==> src/rtl/shift_word_feeder_if.sv <==
// Upstream word handshake for shift_word_feeder: one parallel word plus its
// shift direction, transferred on in_valid && in_ready.
interface shift_word_feeder_if #(
   parameter int WIDTH = 4
) ();
   logic             in_valid;
   logic             in_ready;
   logic [WIDTH-1:0] in_data;
   logic             in_dir;

   modport master (
      output in_valid,
      output in_data,
      output in_dir,
      input  in_ready
   );

   modport slave (
      input  in_valid,
      input  in_data,
      input  in_dir,
      output in_ready
   );
endinterface

==> src/rtl/shift_word_feeder.sv <==
// Feeds the serial-in bidirectional shift register: buffers parallel words
// in a small FIFO and serialises each one so that after WIDTH enabled cycles
// the downstream register holds the word exactly.
//
// state   | meaning
// --------+------------------------------------------------------------
// S_IDLE  | no word in flight; pops the FIFO head when one is available
// S_SHIFT | driving sr_en=1, one bit per cycle, bit_cnt counts down to 0
// S_GAP   | sr_en=0 spacer after a word, gap_cnt counts down to 0
module shift_word_feeder #(
   parameter int WIDTH = 4,
   parameter int DEPTH = 4,
   parameter int GAP   = 1
) (
   input  logic                   clk,
   input  logic                   rstn,
   shift_word_feeder_if.slave     up,
   output logic                   sr_d,
   output logic                   sr_en,
   output logic                   sr_dir,
   output logic                   word_done,
   output logic                   busy,
   output logic [$clog2(DEPTH):0] fifo_count
);
   localparam int AW = $clog2(DEPTH);
   localparam int BW = $clog2(WIDTH);
   localparam int GW = 4;

   localparam logic [AW:0]   FULL_CNT = (AW+1)'(DEPTH);
   localparam logic [BW-1:0] BIT_LOAD = BW'(WIDTH - 1);
   localparam logic [GW-1:0] GAP_LOAD = GW'(GAP - 1);

   typedef enum logic [1:0] {
      S_IDLE  = 2'd0,
      S_SHIFT = 2'd1,
      S_GAP   = 2'd2
   } state_t;

   state_t           state;
   logic [WIDTH:0]   mem [DEPTH];
   logic [AW-1:0]    wr_ptr;
   logic [AW-1:0]    rd_ptr;
   logic [WIDTH:0]   head;
   logic             push;
   logic             pop;
   logic             fifo_empty;
   logic             last_bit;
   logic [WIDTH-1:0] sbuf;
   logic             dir_q;
   logic [BW-1:0]    bit_cnt;
   logic [GW-1:0]    gap_cnt;
   logic             done_pend;

   // No pass-through: a full FIFO refuses even when a pop happens this cycle.
   assign up.in_ready = rstn && (fifo_count < FULL_CNT);
   assign push        = up.in_valid && up.in_ready;
   assign fifo_empty  = (fifo_count == '0);
   assign head        = mem[rd_ptr];
   assign last_bit    = (state == S_SHIFT) && (bit_cnt == '0);
   // With GAP=0 the last bit of one word and the load of the next share a cycle.
   assign pop         = !fifo_empty && ((state == S_IDLE) || (last_bit && (GAP == 0)));
   assign busy        = (state != S_IDLE);

   // FIFO pointers and occupancy
   always_ff @(posedge clk) begin
      if (!rstn) begin
         wr_ptr     <= '0;
         rd_ptr     <= '0;
         fifo_count <= '0;
      end else begin
         if (push) wr_ptr <= wr_ptr + 1'b1;
         if (pop)  rd_ptr <= rd_ptr + 1'b1;
         case ({push, pop})
            2'b10:   fifo_count <= fifo_count + 1'b1;
            2'b01:   fifo_count <= fifo_count - 1'b1;
            default: fifo_count <= fifo_count;
         endcase
      end
   end

   // FIFO storage, {dir, data} per entry
   always_ff @(posedge clk) begin
      if (push) mem[wr_ptr] <= {up.in_dir, up.in_data};
   end

   // Sequencer: load, serialise, space out words; all pin outputs registered
   always_ff @(posedge clk) begin
      if (!rstn) begin
         state     <= S_IDLE;
         sbuf      <= '0;
         dir_q     <= 1'b0;
         bit_cnt   <= '0;
         gap_cnt   <= '0;
         done_pend <= 1'b0;
         sr_d      <= 1'b0;
         sr_en     <= 1'b0;
         sr_dir    <= 1'b0;
         word_done <= 1'b0;
      end else begin
         word_done <= done_pend;
         done_pend <= 1'b0;
         sr_en     <= 1'b0;
         sr_d      <= 1'b0;
         case (state)
            S_IDLE: begin
               if (!fifo_empty) begin
                  sbuf    <= head[WIDTH-1:0];
                  dir_q   <= head[WIDTH];
                  bit_cnt <= BIT_LOAD;
                  state   <= S_SHIFT;
               end
            end
            S_SHIFT: begin
               sr_en  <= 1'b1;
               sr_dir <= dir_q;
               // dir=1 register fills from its MSB, so LSB goes first
               if (dir_q) begin
                  sr_d <= sbuf[0];
                  sbuf <= sbuf >> 1;
               end else begin
                  sr_d <= sbuf[WIDTH-1];
                  sbuf <= sbuf << 1;
               end
               if (bit_cnt != '0) begin
                  bit_cnt <= bit_cnt - 1'b1;
               end else begin
                  done_pend <= 1'b1;
                  if (GAP > 0) begin
                     gap_cnt <= GAP_LOAD;
                     state   <= S_GAP;
                  end else if (!fifo_empty) begin
                     sbuf    <= head[WIDTH-1:0];
                     dir_q   <= head[WIDTH];
                     bit_cnt <= BIT_LOAD;
                  end else begin
                     state   <= S_IDLE;
                  end
               end
            end
            S_GAP: begin
               if (gap_cnt == '0) state <= S_IDLE;
               else               gap_cnt <= gap_cnt - 1'b1;
            end
            default: state <= S_IDLE;
         endcase
      end
   end
endmodule

==> src/flat_wrapper.sv <==
// flat-port wrapper written by rule: the top's interface ports become plain ports
module shift_word_feeder_flat 
#(
   parameter int WIDTH = 4,
   parameter int DEPTH = 4,
   parameter int GAP   = 1
)
  (clk, rstn, sr_d, sr_en, sr_dir, word_done, busy, fifo_count, up_in_valid, up_in_data, up_in_dir, up_in_ready);
  shift_word_feeder_if #(.WIDTH(WIDTH)) up_i ();
  input  logic clk;
  input  logic rstn;
  output logic sr_d;
  output logic sr_en;
  output logic sr_dir;
  output logic word_done;
  output logic busy;
  output logic [$clog2(DEPTH):0] fifo_count;
  input wire logic [$bits(up_i.in_valid)-1:0] up_in_valid;
  input wire logic [$bits(up_i.in_data)-1:0] up_in_data;
  input wire logic [$bits(up_i.in_dir)-1:0] up_in_dir;
  output wire logic [$bits(up_i.in_ready)-1:0] up_in_ready;
  assign up_i.in_valid = up_in_valid;
  assign up_i.in_data = up_in_data;
  assign up_i.in_dir = up_in_dir;
  assign up_in_ready = up_i.in_ready;
  shift_word_feeder #(.WIDTH(WIDTH), .DEPTH(DEPTH), .GAP(GAP)) u_core (.clk(clk), .rstn(rstn), .up(up_i), .sr_d(sr_d), .sr_en(sr_en), .sr_dir(sr_dir), .word_done(word_done), .busy(busy), .fifo_count(fifo_count));
endmodule
==> config.mk <==
export PLATFORM = sky130hd
export DESIGN_NAME = shift_word_feeder_flat
export DESIGN_NICKNAME = d
export VERILOG_FILES = /design/src/rtl/shift_word_feeder_if.sv /design/src/rtl/shift_word_feeder.sv /design/src/flat_wrapper.sv
export SDC_FILE = /design/constraint.sdc
export NUM_CORES = 1
export LEC_CHECK = 0
export BUFFER_PORTS_ARGS = -buffer_cell sky130_fd_sc_hd__buf_4
export CAP_MARGIN = 20
export CORE_MARGIN = 2
export CORE_UTILIZATION = 49
export DETAILED_ROUTE_END_ITERATION = 12
export GPL_TIMING_DRIVEN = 0
export PLACE_DENSITY = 0.76
export SYNTH_ARGS = -nofsm -noshare
export SYNTH_HDL_FRONTEND = slang
export SYNTH_SLANG_ARGS = --single-unit
==> constraint.sdc <==
create_clock -name clk -period 3.45 [get_ports clk]
set_input_delay 0.8625 -clock clk [delete_from_list [all_inputs] [get_ports clk]]
set_output_delay 0.8625 -clock clk [all_outputs]
set_load 0.02 [all_outputs]
==> impl_metrics.csv <==
group,metric,value,unit
status,outcome,"complete, no violations",
drt,wl_per_cell,14.0,µm
floorplanning,die_y,70.4,µm
layout,multi_input_area,907,µm²
logic_synthesis,synth_compound_area_share,11.3,%
layout,final_util,56.4,%
drt,num_vias,1387,
logic_synthesis,synth_top_cell_by_area,"edfxtp_1",
worst_setup_path,r2r-start,"u_core.state[1]",
logic_synthesis,synth.top_cell.area_share,27.8,%
cts,root_buffer,"clkbuf_8",
cts,clkLatencyLatePin,0.30,ns
logic_synthesis,synth_area_leaders,"edfxtp_1 (28%), dfxtp_1 (25%), ha_1 (7.5%)",
min_path,hold_path.class,"flip-flop to flip-flop",
drt,initialDrtViolationCount,45,
worst_setup_path,endpoint,"up_in_ready",
layout,area_delta_synth_final,12.0,%
floorplanning,die_w,70.4,µm
logic_synthesis,seq_area_frac_synth,52.8,%
cts,clkTransAtPathRegs,0.08,ns
place,placed_cell_area,2340,µm²
drt,first_pass_iters,4,
global_route,grt_pass1_wl,6010,µm
place,hpwl,2700,µm
worst_setup_path,cp-start-kind,"input port",
global_route,grt_max_degree,14,
global_route,track_usage,16.0,%
place,port_buffers,15,
logic_synthesis,ys_ff_latch,47,
flow_run,cap_viol_max_count,0,
power_and_ir_drop,ir_drop,0.374,mV
sta,final-setup-viol-count,0,
sta,period_needed,2.72,ns
worst_setup_path,crit_arrival,1.85,ns
floorplanning,start_util,50.3,%
worst_setup_path,cp_slowest_cell,"clkbuf_1",
power_and_ir_drop,p_leak,0.947,nW
logic_synthesis,synth-simple-area-share,12.0,%
worst_setup_path,crit_type,"input port to output port",
logic_synthesis,synthFlopType,"dfxtp_1",
layout,n_antenna_cell,0,
cts,cts-htree-levels,2,
sta,rsz0062_at_grt,"no",
logic_synthesis,netlist_instances,189,
power_and_ir_drop,powerDensity,765,nW/µm²
cts,ctsHoldBuffers,0,
worst_setup_path,cp.required,2.59,ns
worst_setup_path,r2r_end,"u_core.fifo_count[2]",
cts,postCtsSetupRepairBufs,0,
cts,clock_path_buffers,2,
layout,fillerInstances,388,
sta,clock_skew,0.00673,ns
drt,drt-total-wl,3690,µm
place,dp.cells,256,
worst_setup_path,ff2ff_setup_slack,1.02,ns
logic_synthesis,synthXorXnorAreaFrac,2.03,%
worst_setup_path,worstPathCellList,"buf_2 -> inv_1 -> clkbuf_1 -> nor2_1 -> buf_4",
cts,post_cts_resized,0,
sta,worst_slew_pin_slew,0.998,ns
logic_synthesis,async_flop_share,0,%
sta,fin_crit_sh,78.7,%
sta,relSlewSlack,32.5,%
logic_synthesis,synth_top_family_by_area,"simple AND/OR/NAND/NOR gates",
global_route,grt_pass1_vias,1342,
global_route,grt_antenna_before_repair,0,
layout,fin_area,2420,µm²
sta,setup_tns,0,ns
floorplanning,row_count,24,
logic_synthesis,synth_cell_type_count,45,
worst_setup_path,crit_family,"buffers and inverters",
worst_setup_path,end_kind,"output port",
drt,remaining_drc_errors,0,
global_route,overflow,0,
floorplanning,die_area,4960,µm²
logic_synthesis,synth_area,2160,µm²
cts,numCtsBuffers,5,
logic_synthesis,synth_fa_ha_area_share,8.45,%
cts,cts.sinks,47,
layout,drive_above_1_share,15.1,%
worst_setup_path,cp.depth,5,
sta,timing.fmax,368,MHz
logic_synthesis,synthMuxAreaShare,8.22,%
worst_setup_path,crit_buf_inv,4,
worst_setup_path,critPathLaunch,"rstn",
logic_synthesis,syn_avg_cell_area,11.4,µm²
floorplanning,ioPinCount,17,
power_and_ir_drop,power,1.85,mW
logic_synthesis,synth_warnings,0,
worst_setup_path,reg2reg_depth,11,
layout,seq_area,1140,µm²
layout,finalNetCount,233,
layout,fin_cells,264,
sta,hold_viol,0,
sta,slew_viol_final,0,
logic_synthesis,synth_edf_count,20,
place,routabilityCongestion,0.783,
worst_setup_path,critPathMaxFanout,10,
worst_setup_path,cpPeakStageDelay,0.37,ns
logic_synthesis,syn-num-nets,211,
drt,via_per_inst,5.25,
cts,tritoncts,"yes",
floorplanning,core,4290,µm²
drt,antenna_left,0,
==> where the power goes <==
group          leakage, nW  switching (mW)  internal (mW)
sequential           0.402          0.0776          0.682
combinational        0.502           0.440          0.335
clock               0.0422           0.174          0.142
total                0.947           0.691           1.16
==> cell usage after synthesis, types with 2 or more instances <==
master     instances
dfxtp_1           27
clkbuf_1           4
o21ai_0            2
mux4_2             3
nor2b_1            3
o211ai_1           2
a211oi_1           2
xor2_1             4
buf_2              3
mux2i_1           11
o2bb2ai_1          2
and2_1             5
a31oi_1            2
nor3_1             4
buf_4              2
o2111ai_1          2
o311ai_0           3
nand2b_1           3
nand2_1           11
nor2_1            14
o31ai_1            2
edfxtp_1          20
inv_1             18
a21oi_1            3
ha_1              13
o311a_1            2
o21a_1             3
o21bai_1           2
==> state kept, by name, summed over array words and instances, names as in the netlist, named ones only <==
register,count
u_core.done_pend,1
u_core.sr_en,1
u_core.word_done,1
u_core.sr_d,1
u_core.sr_dir,1
u_core.gap_cnt,4
u_core.bit_cnt,2
u_core.wr_ptr,2
u_core.fifo_count,3
u_core.mem,20
u_core.state,2
u_core.rd_ptr,2
u_core.sbuf,4
u_core.dir_q,1
==> worst min-delay path by stage <==
stage,end,cells after the start,slack [ns],startpoint
after floorplan,u_core.word_done,1,0.41,u_core.done_pend
after global placement,u_core.word_done,1,0.42,u_core.done_pend
after detailed placement,u_core.word_done,1,0.42,u_core.done_pend
after CTS,u_core.word_done,1,0.44,u_core.done_pend
after global routing,u_core.word_done,1,0.45,u_core.done_pend
final,u_core.word_done,1,0.44,u_core.done_pend
==> cells by family after synthesis <==
family                   after synthesis
multiplexers                          14
XOR/XNOR                               5
buffers and inverters                 27
flip-flops                            47
AO/OA/AOI/OAI                         32
adder cells (fa/ha/maj)               14
AND/OR/NAND/NOR                       50
==> cells in the final DEF, fill, tap and decap left out, drive strengths merged, types with 2 or more instances in the layout <==
master	n
and2	5
a31oi	2
nor3	4
inv	18
nor2	14
dfxtp	27
o2bb2ai	2
o211ai	2
a211oi	2
o311ai	3
nand2b	3
ha	13
o2111ai	2
nor2b	3
o21a	3
mux2i	11
o21bai	2
or3	2
o21ai	3
o31ai	2
edfxtp	20
buf	20
xor2	4
a21oi	3
clkbuf	11
nand2	11
o311a	2
mux4	3
==> area by class of cell <==
type,count,area share (%)
Buffer,9,1.86
Clock buffer,7,3.15
Clock inverter,1,0.207
Inverter,18,2.79
Multi-Input combinational cell,115,37.5
Sequential cell,47,47.2
Tap cell,52,2.69
Timing Repair Buffer,15,4.65
==> layer usage <==
metal	part of all wire, %	track usage [%]	up-vias
li1	-	-	711
met1	45	18.2	650
met2	50	28.0	20
met3	3.4	4.47	6
met4	1.4	6.41	0
met5	0	0	-
==> worst reg2reg max path, cell delays in order, from the launching register on <==
cell and delay (ns):
dfxtp_1 0.34, inv_1 0.13, ha_1 0.17, buf_4 0.16
o31ai_1 0.15, inv_1 0.09, ha_1 0.18, inv_1 0.06
fa_1 0.37, xor2_1 0.15, or3_2 0.41, a21oi_1 0.17
==> per-stage QoR <==
| stage | hold WS, ns | setup slack (ns) |
|---|---|---|
| floorplan | 0.412 | 0.726 |
| global placement | 0.418 | 0.586 |
| detailed placement | 0.417 | 0.494 |
| CTS | 0.436 | 0.702 |
| global route | 0.451 | 0.621 |
| finish | 0.436 | 0.733 |
Power figures use the tool's default switching activity.
